`config.mk`:
```
export PLATFORM = sky130hd
export DESIGN_NAME = logic_bist_flat
export DESIGN_NICKNAME = d
export VERILOG_FILES = /design/src/rtl/logic_bist_pkg.sv /design/src/rtl/logic_bist_if.sv /design/src/rtl/bist_delay_line.sv /design/src/rtl/logic_bist.sv /design/src/flat_wrapper.sv
export SDC_FILE = /design/constraint.sdc
export NUM_CORES = 1
export LEC_CHECK = 0
export BUFFER_PORTS_ARGS = -buffer_cell sky130_fd_sc_hd__buf_2
export CORE_ASPECT_RATIO = 0.7
export CORE_MARGIN = 8
export CORE_UTILIZATION = 55
export CTS_CLUSTER_DIAMETER = 200
export CTS_CLUSTER_SIZE = 30
export DETAILED_ROUTE_END_ITERATION = 10
export GPL_TIMING_DRIVEN = 0
export PLACE_DENSITY_LB_ADDON = 0.15
export SLEW_MARGIN = 15
export SYNTH_ARGS = -nofsm -noshare
export SYNTH_HDL_FRONTEND = slang
export SYNTH_SLANG_ARGS = --single-unit
```
`constraint.sdc`:
```
create_clock -name Clk -period 3.4 [get_ports Clk]
set_input_delay 0.34 -clock Clk [delete_from_list [all_inputs] [get_ports Clk]]
set_output_delay 0.34 -clock Clk [all_outputs]
set_load 0.005 [all_outputs]
```
`src/rtl/logic_bist_pkg.sv`:
```
// Shared types and the golden operation for the logic BIST engine.
package logic_bist_pkg;

  // Widest operand the golden function handles; callers cast down to their width.
  localparam int unsigned MaxW = 32;

  typedef enum logic [1:0] {
    MODE_AND  = 2'b00,
    MODE_OR   = 2'b01,
    MODE_XOR  = 2'b10,
    MODE_NAND = 2'b11
  } mode_e;

  typedef enum logic [1:0] {
    StIdle,
    StRun,
    StDrain,
    StDone
  } state_e;

  function automatic logic [MaxW-1:0] golden_op(mode_e mode, logic [MaxW-1:0] a,
                                                 logic [MaxW-1:0] b);
    logic [MaxW-1:0] res;
    res = '0;
    unique case (mode)
      MODE_AND:  res = a & b;
      MODE_OR:   res = a | b;
      MODE_XOR:  res = a ^ b;
      MODE_NAND: res = ~(a & b);
    endcase
    return res;
  endfunction

endpackage

```
`src/rtl/logic_bist_if.sv`:
```
// Control, operand and result signals between the BIST engine and its user.
interface logic_bist_if #(
  parameter int unsigned WIDTH = 4,
  parameter int unsigned ERR_W = 16
) ();
  import logic_bist_pkg::*;

  logic                 Start;
  mode_e                Mode;
  logic [WIDTH-1:0]     In0;
  logic [WIDTH-1:0]     In1;
  logic [WIDTH-1:0]     DutOut;
  logic                 Busy;
  logic                 Done;
  logic                 Pass;
  logic [ERR_W-1:0]     ErrCnt;
  logic [2*WIDTH-1:0]   FirstFailIdx;

  // Controller / DUT harness side.
  modport master (
    output Start, Mode, DutOut,
    input  In0, In1, Busy, Done, Pass, ErrCnt, FirstFailIdx
  );

  // BIST engine side.
  modport slave (
    input  Start, Mode, DutOut,
    output In0, In1, Busy, Done, Pass, ErrCnt, FirstFailIdx
  );

endinterface

```
`src/rtl/bist_delay_line.sv`:
```
// Valid-tagged shift register aligning expected values with a pipelined DUT.
module bist_delay_line #(
  parameter int unsigned DEPTH = 1,
  parameter int unsigned W     = 8
) (
  input  logic         clk,
  input  logic         rst,
  input  logic         in_valid,
  input  logic [W-1:0] in_data,
  output logic         out_valid,
  output logic [W-1:0] out_data
);

  generate
    if (DEPTH == 0) begin : g_pass
      // Combinational DUT: nothing to delay.
      logic unused_clk_rst;
      assign unused_clk_rst = clk ^ rst;
      assign out_valid      = in_valid;
      assign out_data       = in_data;
    end else begin : g_shift
      logic [DEPTH-1:0] vld_q;
      logic [W-1:0]     dat_q [DEPTH];

      // Shift valid tag and payload one stage per cycle; reset empties the line.
      always_ff @(posedge clk) begin
        if (rst) begin
          vld_q <= '0;
          for (int i = 0; i < DEPTH; i++) dat_q[i] <= '0;
        end else begin
          vld_q[0] <= in_valid;
          dat_q[0] <= in_data;
          for (int i = 1; i < DEPTH; i++) begin
            vld_q[i] <= vld_q[i-1];
            dat_q[i] <= dat_q[i-1];
          end
        end
      end

      assign out_valid = vld_q[DEPTH-1];
      assign out_data  = dat_q[DEPTH-1];
    end
  endgenerate

endmodule

```
`src/rtl/logic_bist.sv`:
```
// Exhaustive-sweep self-test engine for 2-input bitwise logic blocks.
module logic_bist
  import logic_bist_pkg::*;
#(
  parameter int unsigned WIDTH   = 4,
  parameter int unsigned LATENCY = 0,
  parameter int unsigned ERR_W   = 16
) (
  input logic         Clk,
  input logic         Rst,
  logic_bist_if.slave bus
);

  localparam int unsigned PatW   = 2 * WIDTH;
  localparam int unsigned DlW    = WIDTH + PatW;
  localparam int unsigned DrainW = (LATENCY > 1) ? $clog2(LATENCY) : 1;

  state_e              state_q, state_d;
  logic [PatW-1:0]     pat_q;
  mode_e               mode_q;
  logic [DrainW-1:0]   drain_q;
  logic [ERR_W-1:0]    err_q;
  logic [PatW-1:0]     ff_q;
  logic                ff_seen_q;

  logic                start_ok;
  logic                last_pat;
  logic                drain_last;
  logic [WIDTH-1:0]    exp_now;
  logic [WIDTH-1:0]    exp_dl;
  logic [PatW-1:0]     idx_dl;
  logic [DlW-1:0]      dl_out;
  logic                vld_dl;
  logic                mismatch;

  assign last_pat   = (pat_q == '1);
  assign drain_last = (drain_q == DrainW'(LATENCY - 1));

  // Golden value is computed on the operands presented this cycle.
  assign exp_now = WIDTH'(golden_op(mode_q, MaxW'(pat_q[WIDTH-1:0]),
                                    MaxW'(pat_q[PatW-1:WIDTH])));

  bist_delay_line #(
    .DEPTH (LATENCY),
    .W     (DlW)
  ) u_delay (
    .clk       (Clk),
    .rst       (Rst),
    .in_valid  (state_q == StRun),
    .in_data   ({exp_now, pat_q}),
    .out_valid (vld_dl),
    .out_data  (dl_out)
  );

  assign exp_dl   = dl_out[DlW-1:PatW];
  assign idx_dl   = dl_out[PatW-1:0];
  assign mismatch = vld_dl && (bus.DutOut != exp_dl);

  // FSM state register.
  always_ff @(posedge Clk) begin
    if (Rst) state_q <= StIdle;
    else     state_q <= state_d;
  end

  // FSM next state; Start only counts in IDLE or DONE.
  always_comb begin
    state_d  = state_q;
    start_ok = 1'b0;
    unique case (state_q)
      StIdle, StDone: begin
        if (bus.Start) begin
          state_d  = StRun;
          start_ok = 1'b1;
        end
      end
      StRun: begin
        if (last_pat) state_d = (LATENCY > 0) ? StDrain : StDone;
      end
      StDrain: begin
        if (drain_last) state_d = StDone;
      end
    endcase
  end

  // Pattern/drain counters, mode latch, error counter and first-fail capture.
  always_ff @(posedge Clk) begin
    if (Rst) begin
      pat_q     <= '0;
      mode_q    <= MODE_AND;
      drain_q   <= '0;
      err_q     <= '0;
      ff_q      <= '0;
      ff_seen_q <= 1'b0;
    end else if (start_ok) begin
      pat_q     <= '0;
      mode_q    <= bus.Mode;
      drain_q   <= '0;
      err_q     <= '0;
      ff_q      <= '0;
      ff_seen_q <= 1'b0;
    end else begin
      if (state_q == StRun && !last_pat) pat_q <= pat_q + PatW'(1);
      if (state_q == StDrain) drain_q <= drain_q + DrainW'(1);
      if (mismatch) begin
        if (err_q != '1) err_q <= err_q + ERR_W'(1);
        if (!ff_seen_q) begin
          ff_q      <= idx_dl;
          ff_seen_q <= 1'b1;
        end
      end
    end
  end

  assign bus.In0          = pat_q[WIDTH-1:0];
  assign bus.In1          = pat_q[PatW-1:WIDTH];
  assign bus.Busy         = (state_q == StRun) || (state_q == StDrain);
  assign bus.Done         = (state_q == StDone);
  assign bus.Pass         = (state_q == StDone) && (err_q == '0);
  assign bus.ErrCnt       = err_q;
  assign bus.FirstFailIdx = ff_q;

endmodule

```
`src/flat_wrapper.sv`:
```
// flat-port wrapper written by rule: the top's interface ports become plain ports
module logic_bist_flat import logic_bist_pkg::*;
#(
  parameter int unsigned WIDTH   = 4,
  parameter int unsigned LATENCY = 0,
  parameter int unsigned ERR_W   = 16
)
  (Clk, Rst, bus_Start, bus_Mode, bus_DutOut, bus_In0, bus_In1, bus_Busy, bus_Done, bus_Pass, bus_ErrCnt, bus_FirstFailIdx);
  logic_bist_if #(.WIDTH(WIDTH), .ERR_W(ERR_W)) bus_i ();
  input logic Clk;
  input logic Rst;
  input wire logic [$bits(bus_i.Start)-1:0] bus_Start;
  input wire logic [$bits(bus_i.Mode)-1:0] bus_Mode;
  input wire logic [$bits(bus_i.DutOut)-1:0] bus_DutOut;
  output wire logic [$bits(bus_i.In0)-1:0] bus_In0;
  output wire logic [$bits(bus_i.In1)-1:0] bus_In1;
  output wire logic [$bits(bus_i.Busy)-1:0] bus_Busy;
  output wire logic [$bits(bus_i.Done)-1:0] bus_Done;
  output wire logic [$bits(bus_i.Pass)-1:0] bus_Pass;
  output wire logic [$bits(bus_i.ErrCnt)-1:0] bus_ErrCnt;
  output wire logic [$bits(bus_i.FirstFailIdx)-1:0] bus_FirstFailIdx;
  assign bus_i.Start = bus_Start;
  assign bus_i.Mode = bus_Mode;
  assign bus_i.DutOut = bus_DutOut;
  assign bus_In0 = bus_i.In0;
  assign bus_In1 = bus_i.In1;
  assign bus_Busy = bus_i.Busy;
  assign bus_Done = bus_i.Done;
  assign bus_Pass = bus_i.Pass;
  assign bus_ErrCnt = bus_i.ErrCnt;
  assign bus_FirstFailIdx = bus_i.FirstFailIdx;
  logic_bist #(.WIDTH(WIDTH), .LATENCY(LATENCY), .ERR_W(ERR_W)) u_core (.Clk(Clk), .Rst(Rst), .bus(bus_i));
endmodule
```
* Yosys cells after proc, flatten, opt, wreduce, memory -nomap -nowiden
Index checks and enable logic that the tools add are counted.
** Word-level totals
- Bits of input ports :: 9
- Word-level logic and storage cells :: 47
- Output and inout bits :: 35
- Flip-flop bits (word level) :: 38
** Cells by class
- Reduce and logical (&&, ||, !) cells :: 13
- Bitwise operators :: 5
- Muxes and demuxes :: 7
- Add/sub/neg operators :: 3
- Eq/ne operators :: 12
** Operators by type and width (count)
- $add A16 B1 Y16 const B :: 1
- $logic_not A16 Y1 :: 1
- $ne A16 B16 Y1 const B :: 1
- $pmux W4 S4 :: 1
- $add A8 B1 Y8 const B :: 1
- $eq A2 B2 Y1 const B :: 4
- $eq A8 B8 Y1 const B :: 1
- $mux W2 :: 3
- $pmux W2 S3 :: 1
- $and A4 B4 Y4 :: 1
- $eq A2 B1 Y1 const B :: 2
- $logic_not A2 Y1 :: 2
- $ne A2 B1 Y1 const B :: 2
- $ne A4 B4 Y1 :: 1
- $not A4 Y4 :: 1
- $or A4 B4 Y4 :: 1
- $reduce_and A2 Y1 :: 2
- $reduce_or A2 Y1 :: 2
- $xor A4 B4 Y4 :: 1
- $logic_and A1 B1 Y1 :: 3
- $reduce_and A3 Y1 :: 1
- $mux W1 :: 2
- $ne A2 B2 Y1 const B :: 1
- $add A1 B1 Y1 const B :: 1
- other kinds (3) :: 3

* Logic depth before layout (Yosys ltp)
- Word-level depth :: 6
- Mapped depth :: 10
- Mapped depth without buffers :: 8

* Cells and area by module
Synthesis repeated with hierarchy kept, for this count alone.
** Unflattened totals
- Cell total of the unflattened synthesis :: 272
- Area, all modules :: 2336.0 um^2
** By module, submodules not included
- logic_bist :: times used 1, sequential area each 760.7 um^2, area each 2238.4 um^2, cells an instance 259
- bist_delay_line :: times used 1, sequential area each 0.0 um^2, area each 97.6 um^2, cells an instance 13

* Worst setup path before layout
Ideal clock, no wire load.
- Path type :: register -> register
- From :: reg u_core.pat_q[0]
- To :: reg u_core.ff_q[6] (netlist: u_core.bus.FirstFailIdx[6])
- Period minus slack after synthesis :: 2.371 ns
- Path slack :: 1.029 ns
- Cell stages (with the launch flop) :: 9
- Data arrival time :: 2.270 ns
- Required time :: 3.299 ns
- Library setup time :: 0.101 ns
- Buffers on the path :: 1
- Cells stage by stage :: dfxtp_1 > ha_1 > or2_1 > and3_1 > or4b_4 > o41ai_4 > buf_6 > o211ai_2 > o41ai_1
** On the way
- Cells in the longest elaborated chain, start to end :: 6
- Elaborated cells between the ends (all ways) :: 8
- Classes of those cells :: 1 x eq/ne; 1 x mux; 4 x bitwise; 2 x reduce/logical
** Ends and longest elaborated chain
- start, declared :: line logic_bist.sv:19 : logic [PatW-1:0] pat_q;
- start signal, assigned :: line logic_bist.sv:102 : if (state_q == StRun && !last_pat) pat_q <= pat_q + PatW'(1);
- $and A4 B4 Y4 :: line logic_bist_pkg.sv:26, logic_bist_pkg.sv:29
- $not A4 Y4 :: line logic_bist_pkg.sv:29 : MODE_NAND: res = ~(a & b);
- $pmux W4 S4 * :: line logic_bist_pkg.sv:25 : unique case (mode)
- $ne A4 B4 Y1 * :: line logic_bist.sv:57 : assign mismatch = vld_dl && (bus.DutOut != exp_dl);
- $logic_and A1 B1 Y1 * :: line logic_bist.sv:57
- $reduce_and A2 Y1 (no source line) *
- end signal, assigned :: line logic_bist.sv:107 : ff_q <= idx_dl;
- end, declared :: line logic_bist.sv:23 : logic [PatW-1:0] ff_q;
Every way passes the cells marked *; elsewhere a longest branch is shown, timed or not.
A chain may end at the register's enable or synchronous reset.

* Worst setup path after layout
- From :: reg u_core.pat_q[0]
- To :: reg u_core.err_q[2] (netlist: u_core.bus.ErrCnt[2])
** On the way
- Cells in the longest elaborated chain, start to end :: 6
- Elaborated cells between the ends (all ways) :: 8
- Classes of those cells :: 1 x eq/ne; 1 x mux; 4 x bitwise; 2 x reduce/logical
** Ends and longest elaborated chain
- $and A4 B4 Y4 :: line logic_bist_pkg.sv:26, logic_bist_pkg.sv:29
- $not A4 Y4 :: line logic_bist_pkg.sv:29
- $pmux W4 S4 * :: line logic_bist_pkg.sv:25
- $ne A4 B4 Y1 * :: line logic_bist.sv:57
- $logic_and A1 B1 Y1 * :: line logic_bist.sv:57
- $reduce_and A2 Y1 (no source line) *
- end signal, assigned :: line logic_bist.sv:105 : if (err_q != '1) err_q <= err_q + ERR_W'(1);
- end, declared :: line logic_bist.sv:22 : logic [ERR_W-1:0] err_q;
Marked as above.

==> results.toml <==
[synthesis]
synth_cells = 277
postSynth.asyncResetShare = 0
syn_nets = 300
syn_avg_cell_area_um2 = 8.325
synth-seq-area-share = 0.3299
yosysMostFrequentCell = "dfxtp_1"
synth_edf_count = 0
yosysWarnings = 0
ys_ff_latch = 38
synth_largest_area_cell = "dfxtp_1"
synth_top_cell_area_share = 0.3299
netlist_top_cells_area = "dfxtp_1 (33%), ha_1 (7.6%), a21oi_1 (4.6%)"
syn_area_um2 = 2306
yosys-top-cells-count = "dfxtp_1 (38), a21oi_1 (21), nor2_1 (19), inv_1 (18), nand2_1 (18)"
ys.flop_type = "dfxtp_1"
synth_cell_type_count = 45

[final_layout]
fillers = 322
drive_gt1_frac = 0.2043
antenna_cells = 0
nets = 350
area_delta_synth_final_pct = 16.12
design_area_um2 = 2678

[grt]
antenna_found_initial = 0
grt_overflow = 0
grt-busiest-layer = "met2"
use_met3 = 0.05336
grt_util_met1 = 0.2668
met2_usage = 0.2683
grt_usage = 0.1921
grt_pass1_vias = 2117
grt_pass1_wl_um = 10300
grt_max_degree = 12

[clocking]
cts_max_level = 2
numCtsBuffers = 5
root_buffer = "clkbuf_8"
cts.clk_slew.worst_paths_ns = 0.08
cts_resized = 0
tritoncts = "done"
clk_latency_ns = 0.29
cts.sinks = 38
hold_buffers = 0
post-cts-setup-buffers = 0
cts_buffer_depth = 2

[outcome]
status = "finished, final reports clean"

[power]
p_leak_nw = 1.118
cellPowerDensity_nw_per_um2 = 504.6
vdd_drop_max_uv = 406.1
switching_share = 0.3880
intPower_mw = 0.8268
p_seq_frac = 0.384
power.share.combinational = 0.375
p_sw_mw = 0.5242
pwr-share-clk = 0.242

[worst_setup_path]
critPathMaxStageDelay_ns = 0.53
startpoint_type = "flip-flop"
path_class = "flip-flop to flip-flop"
reg2reg_to = "u_core.bus.ErrCnt[2]"
path_cells = "inv_1 > ha_1 > nand2b_1 > a211oi_1 > or4b_4 > nor4_2 > buf_2 > buf_6 > o21ai_1 > a21oi_1"
crit_fanout = 10
cp.required_ns = 3.62
r2r-start = "u_core.pat_q[0]"
endpoint_kind = "flip-flop"
regToRegSetupSlack_ns = 0.70
worst-path-buf-inv = 3
ff2ff_path_depth = 10
crit_arrival_ns = 2.92
crit_family = "simple AND/OR/NAND/NOR gates"
cp_slowest_cell = "or4b_4"

[hold_path]
hold-path-cell-count = 2
hold_path_class = "input pin to flip-flop"
hold_start = "Rst"
hold_path_end = "u_core.state_q[1]"

[placement]
gp_congestion = 0.8830
io_buffers = 43
placed_cell_area_um2 = 2586
hpwl_um = 4524

[timing]
period_minus_slack_ns = 2.699
hold_viol_final = 0
setup_viol = 0
max_freq_mhz = 370.5
drv_slew = 0
finalCritPeriodShare = 0.7938
tightest_slew_ns = 0.6172
rsz0062_at_grt = "no"
finClkSkew_ns = 0.007253
slew_headroom = 0.5871
tns_ns = 0

[drt]
postRouteAntennaNets = 0
routed_wirelength_um = 5960
vias_per_cell = 5.942
drtPass1Iterations = 4
wl_per_cell_um = 15.68
drc = 0
drtIter0Drc = 169
vias = 2258

[floorplanning]
dieWidth_um = 93.39
core_um2 = 3970
die_h_um = 70.18
pin_count = 44
rows = 19
start_util = 0.5808
die_area_um2 = 6554

[flow_run]
maxCapViolCount = 0
## worst max path at each step
stage                                       to  cells past startpoint             from
CTS                 u_core.bus.FirstFailIdx[6]                      9  u_core.pat_q[0]
floorplan           u_core.bus.FirstFailIdx[6]                      8  u_core.pat_q[0]
finish                    u_core.bus.ErrCnt[2]                     10  u_core.pat_q[0]
detailed placement  u_core.bus.FirstFailIdx[6]                      9  u_core.pat_q[0]
global placement          u_core.bus.ErrCnt[1]                     10  u_core.pat_q[0]
global route              u_core.bus.ErrCnt[7]                      9  u_core.pat_q[0]
## state kept, by name, indices dropped and copies added (netlist names)
name                     cells
u_core.ff_seen_q             1
u_core.drain_last            1
u_core.state_q               2
u_core.mode_q                2
u_core.bus.ErrCnt           16
u_core.pat_q                 8
u_core.bus.FirstFailIdx      8
## per-layer routing
layer,wire length [um],vias up
met4,78,0
li1,-,1123
met3,473,9
met1,3004,1053
met5,0,-
met2,2404,73
## power groups by stage
| stage | combinational (mW) | sequential [mW] | clock, mW |
|---|---|---|---|
| floorplan | 0.373 | 0.520 | 0 |
| global route | 0.566 | 0.524 | 0.354 |
| detailed placement | 0.501 | 0.528 | 0 |
| CTS | 0.503 | 0.518 | 0.330 |
| finish | 0.506 | 0.519 | 0.326 |
| global placement | 0.493 | 0.527 | 0 |
## cell type report
type                    instances  area [um^2]  area share
clock buffers                   7        86.33     0.03224
plain buffers                  15        83.83     0.03131
multi-input cells             206         1394      0.5206
repair buffers                 43        215.2     0.08037
well taps                      52        65.06     0.02430
clock inverters                 1        5.005    0.001869
inverters                      18        67.56     0.02523
flip-flops and latches         38        760.7      0.2841
## worst reg2reg max path, delay by kind of cell, from the launching register on
family | cells | cell delay, ns
flops | 1 | 0.45
simple gates | 3 | 0.97
fa+ha+maj | 1 | 0.29
buf+inv | 3 | 0.62
compound gates | 3 | 0.30
## through the flow
| step | instances | setup slack, ns | total power [mW] | util | hold WS (ns) |
|---|---|---|---|---|---|
| detailed placement | 372 | 0.7385 | 1.029 | 0.6514 | 0.4899 |
| floorplan | 277 | 1.029 | 0.8922 | - | 0.4091 |
| CTS | 380 | 0.7150 | 1.350 | 0.6744 | 0.2738 |
| global placement | 372 | 0.7739 | 1.020 | 0.6514 | 0.4705 |
| global route | 380 | 0.5297 | 1.444 | 0.6744 | 0.2847 |
| finish | 380 | 0.7011 | 1.351 | 0.6744 | 0.2792 |
## logic make-up after synthesis
family,after synthesis,share of synthesized area
AND/OR/NAND/NOR,121,0.3120
AO/OA/AOI/OAI,64,0.1894
flip-flops,38,0.3299
buffers and inverters,33,0.06565
adder cells (fa/ha/maj),14,0.07596
XOR/XNOR,6,0.02279
multiplexers,1,0.004341
## cell usage in the layout (no fill, tap or decap), types with 8 or more instances in the layout
cell type / instances
a21oi_1: 21
buf_2: 46
clkbuf_1: 9
dfxtp_1: 38
ha_1: 14
inv_1: 18
nand2_1: 18
nand2b_1: 9
nand3_1: 9
nand4_1: 12
nor2_1: 19
o211ai_1: 8
o21ai_1: 10
o41ai_1: 8
or3_1: 9
or4_1: 8
Note: power is estimated with default switching activity, not from simulation.
